## config.mk

```make
export PLATFORM = sky130hd
export DESIGN_NAME = multi_debouncer
export DESIGN_NICKNAME = d
export VERILOG_FILES = /design/src/rtl/multi_debouncer.sv
export SDC_FILE = /design/constraint.sdc
export NUM_CORES = 1
export LEC_CHECK = 0
export ABC_CLOCK_PERIOD_IN_PS = 2830
export CAP_MARGIN = 25
export CORE_MARGIN = 5
export CORE_UTILIZATION = 55
export CTS_CLUSTER_SIZE = 16
export DETAILED_ROUTE_END_ITERATION = 10
export GPL_ROUTABILITY_DRIVEN = 0
export GPL_TIMING_DRIVEN = 0
export PLACE_DENSITY = 0.77
export SLEW_MARGIN = 10
export SYNTH_ARGS = -nofsm -noshare
export SYNTH_HDL_FRONTEND = slang
export SYNTH_SLANG_ARGS = --single-unit
```

## constraint.sdc

```tcl
create_clock -name clk -period 2.83 [get_ports clk]
set_input_delay 0.849 -clock clk [delete_from_list [all_inputs] [get_ports clk]]
set_output_delay 0.849 -clock clk [all_outputs]
set_load 0.01 [all_outputs]
```

## src/rtl/multi_debouncer.sv

```systemverilog
// multi_debouncer: independent per-channel debouncers with input synchronisers.
// Each channel synchronises its raw input, then runs a 4-state FSM that accepts
// a new level only after it has been stable for N+1 consecutive samples, where
// N = max(rise_time, 1) for 0->1 changes and N = max(fall_time, 1) for 1->0.
// The threshold is latched when a check window opens.
// Ports:
//   clk        - rising-edge clock
//   rst        - synchronous, active-high reset
//   noisy_in   - raw asynchronous inputs, one bit per channel
//   en         - global enable; when low, open windows abort and stable states hold
//   rise_time  - settle cycles for accepting a 0->1 change
//   fall_time  - settle cycles for accepting a 1->0 change
//   db_out     - debounced level (registered)
//   rise_pulse - one-cycle strobe on db_out 0->1
//   fall_pulse - one-cycle strobe on db_out 1->0
//   checking   - channel currently has a check window open
`timescale 1ns/1ps
module multi_debouncer #(
  parameter int unsigned CHANNELS    = 4,
  parameter int unsigned CNT_W       = 16,
  parameter int unsigned SYNC_STAGES = 2
) (
  input  logic                clk,
  input  logic                rst,
  input  logic [CHANNELS-1:0] noisy_in,
  input  logic                en,
  input  logic [CNT_W-1:0]    rise_time,
  input  logic [CNT_W-1:0]    fall_time,
  output logic [CHANNELS-1:0] db_out,
  output logic [CHANNELS-1:0] rise_pulse,
  output logic [CHANNELS-1:0] fall_pulse,
  output logic [CHANNELS-1:0] checking
);

  typedef enum logic [1:0] {
    IDLE       = 2'd0,
    CHECK_HIGH = 2'd1,
    HIGH       = 2'd2,
    CHECK_LOW  = 2'd3
  } state_t;

  // Effective thresholds: a programmed 0 behaves as 1.
  logic [CNT_W-1:0] rise_n;
  logic [CNT_W-1:0] fall_n;

  assign rise_n = (rise_time == '0) ? CNT_W'(1) : rise_time;
  assign fall_n = (fall_time == '0) ? CNT_W'(1) : fall_time;

  for (genvar i = 0; i < CHANNELS; i++) begin : g_ch
    logic [SYNC_STAGES-1:0] sync_q;
    logic                   sync;
    state_t                 state_q;
    state_t                 state_d;
    logic [CNT_W-1:0]       cnt_q;
    logic [CNT_W-1:0]       cnt_d;
    logic [CNT_W-1:0]       thr_q;
    logic [CNT_W-1:0]       thr_d;
    logic                   db_d;
    logic                   chk_d;
    logic                   db_q;
    logic                   rise_q;
    logic                   fall_q;
    logic                   chk_q;

    assign sync = sync_q[SYNC_STAGES-1];

    // Next-state, counter and threshold-latch logic.
    always_comb begin
      state_d = state_q;
      cnt_d   = cnt_q;
      thr_d   = thr_q;
      case (state_q)
        IDLE: begin
          if (en && sync) begin
            state_d = CHECK_HIGH;
            cnt_d   = '0;
            thr_d   = rise_n;
          end
        end
        CHECK_HIGH: begin
          if (!en || !sync) begin
            state_d = IDLE;
            cnt_d   = '0;
          end else if (cnt_q == thr_q - CNT_W'(1)) begin
            state_d = HIGH;
            cnt_d   = '0;
          end else begin
            cnt_d = cnt_q + CNT_W'(1);
          end
        end
        HIGH: begin
          if (en && !sync) begin
            state_d = CHECK_LOW;
            cnt_d   = '0;
            thr_d   = fall_n;
          end
        end
        CHECK_LOW: begin
          if (!en || sync) begin
            state_d = HIGH;
            cnt_d   = '0;
          end else if (cnt_q == thr_q - CNT_W'(1)) begin
            state_d = IDLE;
            cnt_d   = '0;
          end else begin
            cnt_d = cnt_q + CNT_W'(1);
          end
        end
        default: begin
          state_d = IDLE;
          cnt_d   = '0;
        end
      endcase
    end

    // Output decodes of the next state so they update on the same edge as the state.
    assign db_d  = (state_d == HIGH) || (state_d == CHECK_LOW);
    assign chk_d = (state_d == CHECK_HIGH) || (state_d == CHECK_LOW);

    // Synchroniser, state and registered outputs.
    always_ff @(posedge clk) begin
      if (rst) begin
        sync_q  <= '0;
        state_q <= IDLE;
        cnt_q   <= '0;
        thr_q   <= CNT_W'(1);
        db_q    <= 1'b0;
        rise_q  <= 1'b0;
        fall_q  <= 1'b0;
        chk_q   <= 1'b0;
      end else begin
        sync_q  <= {sync_q[SYNC_STAGES-2:0], noisy_in[i]};
        state_q <= state_d;
        cnt_q   <= cnt_d;
        thr_q   <= thr_d;
        db_q    <= db_d;
        rise_q  <= db_d & ~db_q;
        fall_q  <= ~db_d & db_q;
        chk_q   <= chk_d;
      end
    end

    assign db_out[i]     = db_q;
    assign rise_pulse[i] = rise_q;
    assign fall_pulse[i] = fall_q;
    assign checking[i]   = chk_q;
  end

endmodule

```

# Yosys cells after proc, flatten, opt, wreduce, memory -nomap -nowiden
# Index checks and enable logic that the tools add are counted.
[op_classes]
addsub = 8
n_eq_ne = 36
muxes = 66
n_bitwise = 16
reduce_logical = 47
[ops]
columns = ["op", "n"]
rows = [
  ["two-way mux 16 bit", 30],
  ["one-hot mux 16 bit (4 select lines)", 4],
  ["one-hot mux 16 bit (2 select lines)", 4],
  ["adder 16 x 1 -> 16 bit (second input constant)", 4],
  ["equality test 16 bit", 4],
  ["subtractor 16 x 1 -> 16 bit (second input constant)", 4],
  ["two-way mux 2 bit", 24],
  ["equality test 2 bit (second input constant)", 16],
  ["zero test 16 bit", 2],
  ["one-hot mux 2 bit (4 select lines)", 4],
  ["equality test 2 x 1 -> 1 bit (second input constant)", 8],
  ["logical OR 1 bit", 16],
  ["inequality test 2 bit (second input constant)", 8],
  ["AND reduction 3 bit", 4],
  ["AND 1 bit", 8],
  ["logical AND 1 bit", 8],
  ["zero test 2 bit", 4],
  ["NOT 1 bit", 8],
  ["AND reduction 2 bit", 4],
  ["nonzero test 2 bit", 4],
  ["zero test 1 bit", 5],
]
[totals]
ff_bits = 160
in_bits = 39
output_inout_bits = 16
elab_cells = 205

# Longest topological paths before layout
[logic_depth]
depth_word = 9
depth_mapped = 12
mapped_depth_nobuf = 9

# Least setup slack after synthesis
# OpenSTA, ideal clock, no wires.
[synth_timing]
path_type = "register -> register"
from = "register g_ch[1].thr_q[0]"
to = "register g_ch[1].db_q"
setup_ps = 120
t_arrival_ps = 2589
slack_ps = 121
path_stages_with_launch = 11
period_less_slack_ps = 2709
cell_sequence = "dfxtp_1 -> inv_1 -> ha_1 -> o21ba_1 -> a221oi_1 -> a41oi_1 -> or4_1 -> a2111o_1 -> buf_6 -> o211a_1 -> or2_1"
[synth_via]
elab_chain_len = 7
elab_cells_between_ends = 10
cone_classes = "add/sub (1); eq/ne (3); mux (5); reduce/logical (1)"
[synth_lines]
columns = ["item", "line", "rtl"]
rows = [
  ["from (decl)", "56", "logic [CNT_W-1:0] thr_q;"],
  ["from (signal assigned)", "135", "thr_q <= thr_d;"],
  ["subtractor 16 x 1 -> 16 bit *", "84, 102", ""],
  ["equality test 16 bit *", "84, 102", ""],
  ["two-way mux 2 bit (on tied branches)", "102, 84", ""],
  ["two-way mux 2 bit (on tied branches)", "99, 81", ""],
  ["one-hot mux 2 bit (4 select lines) *", "72", "case (state_q)"],
  ["equality test 2 bit", "117", "assign db_d = (state_d == HIGH) || (state_d == CHECK_LOW);"],
  ["logical OR 1 bit *", "117", ""],
  ["to (signal assigned)", "127", "db_q <= 1'b0;"],
  ["to (signal assigned)", "136", "db_q <= db_d;"],
  ["to (decl)", "60", "logic db_q;"],
]
# Every way passes the cells marked *; elsewhere a longest branch is shown, timed or not.
# A chain may end at the register's enable or synchronous reset.

# Worst setup path after layout
[layout_timing]
from = "register g_ch[1].thr_q[1]"
to = "register g_ch[1].state_q[1]"
[layout_via]
elab_chain_len = 5
elab_cells_between_ends = 7
cone_classes = "add/sub (1); eq/ne (1); mux (5)"
[layout_lines]
columns = ["item", "line", "rtl"]
rows = [
  ["subtractor 16 x 1 -> 16 bit *", "84, 102", ""],
  ["equality test 16 bit *", "84, 102", ""],
  ["two-way mux 2 bit (on tied branches)", "102, 84", ""],
  ["two-way mux 2 bit (on tied branches)", "99, 81", ""],
  ["one-hot mux 2 bit (4 select lines) *", "72", ""],
  ["to (signal assigned)", "133", "state_q <= state_d;"],
  ["to (decl)", "52", "state_t state_q;"],
]
# Marks and branches as above.

==> results by stage <==
Clocking:
- The clock latency reported for the late side of the worst-skew pair is 0.44 ns.
- The number of buffers inserted for hold repair after clock tree synthesis is 0.
- The number of sinks on the clock net is 156.
- After clock tree synthesis, the clock-pin slew on the worst setup and hold paths is 0.06 ns.
- The H-tree was split into 4 levels.
- The cell at the root of the clock tree is sky130_fd_sc_hd__clkbuf_16.
- The maximum number of buffers from clock root to sink is 2.
- The number of buffers added by the clock tree synthesis step is 17.
- TritonCTS built the clock tree.

Floorplan:
- During I/O placement, the number of pins put on the boundary was 55.
- The total core area is 0.0174 mm2.
- The die span in y is 143 um.
- The effective utilization at floorplan is 56.1%.
- The floorplan step defined a die boundary enclosing 0.0205 mm2.
- The width of the chip is 143 um.
- The row count is 48.

Setup path:
- Walking the worst path, the cells encountered are inv_4 > ha_4 > o21ba_4 > a221oi_4 > a41oi_1 > or4_4 > a2111o_1 > buf_6 > o211a_1 > or2_1.
- The critical-path maximum fanout is 5.
- STA classifies the critical path startpoint as a register.
- Measured in cells, the most critical reg-to-reg path has a length of 10.
- The type of the setup path with the least slack is register to register.
- Data on the critical path arrives at its endpoint at 3.10 ns.
- The slack of the worst reg-to-reg path is 0.05 ns.
- The required time at the endpoint of the critical path is 3.15 ns.
- The delay contributed by the slowest stage of the critical path is 0.51 ns.
- The end of the worst register-to-register path is g_ch[1].state_q[1].
- The standard cell with the maximum stage delay on the critical path is sky130_fd_sc_hd__or4_4.
- The source of the worst register-to-register timing path is g_ch[1].thr_q[1].
- STA classifies the critical path endpoint as a register.

STA:
- In the final timing run, aggregate negative setup slack is 0 ns.
- At the pin with the least slew margin, the transition time is 0.896 ns.
- Setup repair after global routing could not meet its margin everywhere.
- The time the worst path needs with I/O delays and setup is 2.78 ns.
- The setup clock skew after layout is 0.0102 ns.
- The smallest hold slack is 0.441 ns.
- The upper clock frequency limit is 0.360 GHz.
- The number of pins with negative max-slew slack in the final report is 0.
- In the finished design, the share of the clock period the worst path needs comes to 98.2%.
- Setup violations remaining at the end of the flow were counted as 0.
- The worst slew margin relative to its limit is 39.9%.
- The number of hold violations in the final report was 0.

Route:
- The total routed wirelength is 28500 um.
- Once detail routing completed, the nets flagged for antenna violations numbered 0.
- The initial DRC count is 742.
- Using the TritonRoute via totals, the vias-per-cell ratio works out to 6.32.
- After detailed routing, the average wire length per cell comes to 18.7 um.
- The via count of the routed design is 9638.
- The remaining routing DRC violations is 0.
- The number of iterations in the first detailed-routing pass is 5.

Synthesis:
- The post-synthesis net count is 1239.
- The leading area contributor after synthesis is sky130_fd_sc_hd__dfxtp_1.
- The count of flip-flops with a built-in enable after synthesis is 0.
- In this run the cell area of the synthesized design comes to 0.00974 mm2.
- After synthesis, the largest family of logic cells by area is simple AND/OR/NAND/NOR gates.
- After synthesis, flip-flops and latches occupy 32.1% of the total area.
- The share of the synthesized netlist area taken by xor and xnor gates is 7.61%.
- The share of flip-flops with an asynchronous set or reset is 0%.
- The synthesized design contains 156 register bits.
- The number of different library cells used by synthesis comes to 82.
- After Yosys synthesis, full adders, half adders and majority gates account for 1.03% of the synthesized area.
- In the synthesized netlist, the number of instances is 1192.
- The most instantiated flip-flop cell in the synthesis netlist is sky130_fd_sc_hd__dfxtp_1.
- The average cell area after synthesis is 8.17 um2.
- The share of cell area taken by muxes after synthesis is 6.22%.
- Summing the areas of all and, or, nand and nor instances in the mapped netlist gives 28.1% of the synthesized area.
- The Yosys step of the flow raised 0 warnings.
- The fraction of synthesized cell area taken by the top area cell type is 32.1%.
- The post-synthesis compound-gate area fraction is 19.1%.
- Sorting the synthesized cells by area gives the leading types as sky130_fd_sc_hd__dfxtp_1 (32%), sky130_fd_sc_hd__mux2i_1 (5.8%), sky130_fd_sc_hd__nor2_1 (4.5%).

Placed design:
- After legalization and detailed placement, the total HPWL measured 20100 um.
- In this run the tool buffered the top-level ports with 53 buffer cells.

Power and ir drop:
- The internal power of the cells totals 4.14 mW.
- VDD sags by at most 0.000483 V.
- The portion of total power attributed to sequential cells is 40.6%.
- The net load switching power is 1.48 mW.
- The switching power as a share of total power is 26.3%.
- The clock network burns 43.7% of the power.
- Total power for the finished layout comes to 5.62 mW.
- The total leakage power is 4.44 nW.
- The share of total power in combinational logic is 15.7%.
- The cell area power density is 480 mW/mm2.

Global route:
- Entering global routing, the biggest net connects 17 pins.
- The number of antenna violations at the first check in global routing is 0.
- The global-route wire length before repair is 45400 um.
- The all-layer global routing usage is 27.3%.
- Summed over all layers, the global routing overflow is 0.
- The number of global-route vias before repair is 8933.

Worst hold path:
- The path class of the tightest hold or removal check is register to register.
- The hold path endpoint is g_ch[1].sync_q[1].
- The cell depth of the worst min-delay path is 1.
- The startpoint identified for the worst hold timing path is g_ch[1].sync_q[0].

Final layout:
- Of the cells placed in the final design, the portion with a size suffix greater than 1 is 12.9%.
- In the layout the commonest cells are sky130_fd_sc_hd__dfxtp_1 (143), sky130_fd_sc_hd__nor2_1 (117), sky130_fd_sc_hd__nand2_1 (115).
- The antenna diode count is 0.
- The layout overhead on the synthesized area is 20.2%.
- The library cell used most frequently in the layout, excluding fill and tap cells, is sky130_fd_sc_hd__dfxtp_1.
- The net count of the finished layout is 1334.
- The fraction of the core area covered by cells at the end of the flow is 67.4%.

Run:
- Across the run, the number of max-cap violations was 0.

Outcome:
- The run finished with clean final reports.
## logic make-up (layout without fill, tap and decap cells)
| kind of cell | Yosys count | in the layout |
|---|---|---|
| and+or+nand+nor | 512 | 512 |
| AOI/OAI and AO/OA | 248 | 248 |
| DFF | 156 | 156 |
| buffers and inverters | 125 | 232 |
| xor gates and xnor gates | 83 | 83 |
| muxes | 60 | 60 |
| adders and majority gates | 8 | 8 |
## worst max-delay path: cells and delay by family (launching register included)
kind                     cells  cell delay, ns
AND/OR/NAND/NOR              2            0.73
adder cells (fa/ha/maj)      1            0.17
buffers and inverters        2            0.20
AO/OA/AOI/OAI                5            1.19
flip-flops                   1            0.38
## what timing repair did
item / in CTS / in global routing
gates resized for setup: 23 / 71
buffers inserted: 5 / 17
endpoints found under the hold margin: 0 / 0
gates cloned: 0 / 4
pin swaps: 7 / 20
endpoints found under the setup margin: 86 / 84
## power groups by stage
stage	clock (mW)	sequential [mW]	combinational, mW
6_report	2.46	2.28	0.880
5_1_grt	2.57	2.28	0.940
4_1_cts	2.47	2.28	0.726
3_5_place_dp	0	2.33	0.686
3_3_place_gp	0	2.33	0.676
2_1_floorplan	0	2.31	0.450
## worst max path at each step
stage | start | to | slack (ns) | cells past startpoint
6_report | g_ch[1].thr_q[1] | g_ch[1].state_q[1] | 0.05 | 10
5_1_grt | g_ch[3].thr_q[2] | g_ch[3].cnt_q[7] | -0.07 | 9
3_5_place_dp | en | g_ch[1].cnt_q[8] | -0.68 | 7
4_1_cts | g_ch[2].thr_q[0] | g_ch[2].cnt_q[14] | -0.009 | 12
2_1_floorplan | g_ch[1].thr_q[0] | g_ch[1].db_q | 0.12 | 10
3_3_place_gp | en | g_ch[1].cnt_q[12] | -0.61 | 7
## synthesized netlist by cell type (all sizes together) (6+ instances only)
cell	n
nor4	30
nand2	115
mux2i	56
a211oi	53
o21ai	20
nor2b	16
inv	27
or4	9
xnor2	44
clkbuf	56
a21o	8
dfxtp	156
nand3b	10
nor3	39
a221o	12
nand4	27
o31ai	7
a41oi	7
buf	42
o221ai	17
o311ai	11
and3	25
ha	8
o211ai	7
a21oi	29
and4	6
or2	10
and2	7
a31oi	26
nand2b	9
or3	6
nor2	119
xor2	38
nor3b	21
nand3	49
## metrics by stage
stage	cell area [um2]	cells	setup WS (ns)
4_1_cts	11300	1506	-0.00931
6_report	11700	1524	0.0513
2_1_floorplan	9740	1192	0.121
3_5_place_dp	10600	1470	-0.680
3_3_place_gp	10600	1470	-0.607
5_1_grt	11700	1524	-0.0706
## registers in the layout, indices dropped and copies added, names as in the netlist
name          flops
g_ch.thr_q       64
g_ch.sync_q       8
g_ch.fall_q       4
g_ch.db_q         3
g_ch.chk_q        4
g_ch.cnt_q       64
g_ch.rise_q       4
g_ch.state_q      5
## layer usage
layer  GRT usage [%]  vias to the layer above  part of all wire [%]
met5               0                        -                     0
li1                -                     4610                     -
met3            4.82                       87                   7.2
met4            9.75                        0                   3.5
met1            35.8                     4562                    42
met2            45.2                      379                    47
## final cells by class
| class | count | area [um2] |
|---|---|---|
| Clock inverter | 10 | 165 |
| Clock buffer | 21 | 460 |
| Timing Repair Buffer | 79 | 768 |
| Sequential cell | 156 | 3150 |
| Multi-Input combinational cell | 911 | 6260 |
| Tap cell | 225 | 282 |
| Buffer | 95 | 509 |
| Fill cell | 1390 | 5650 |
| Inverter | 27 | 104 |
Note: power is estimated with default switching activity, not from simulation.
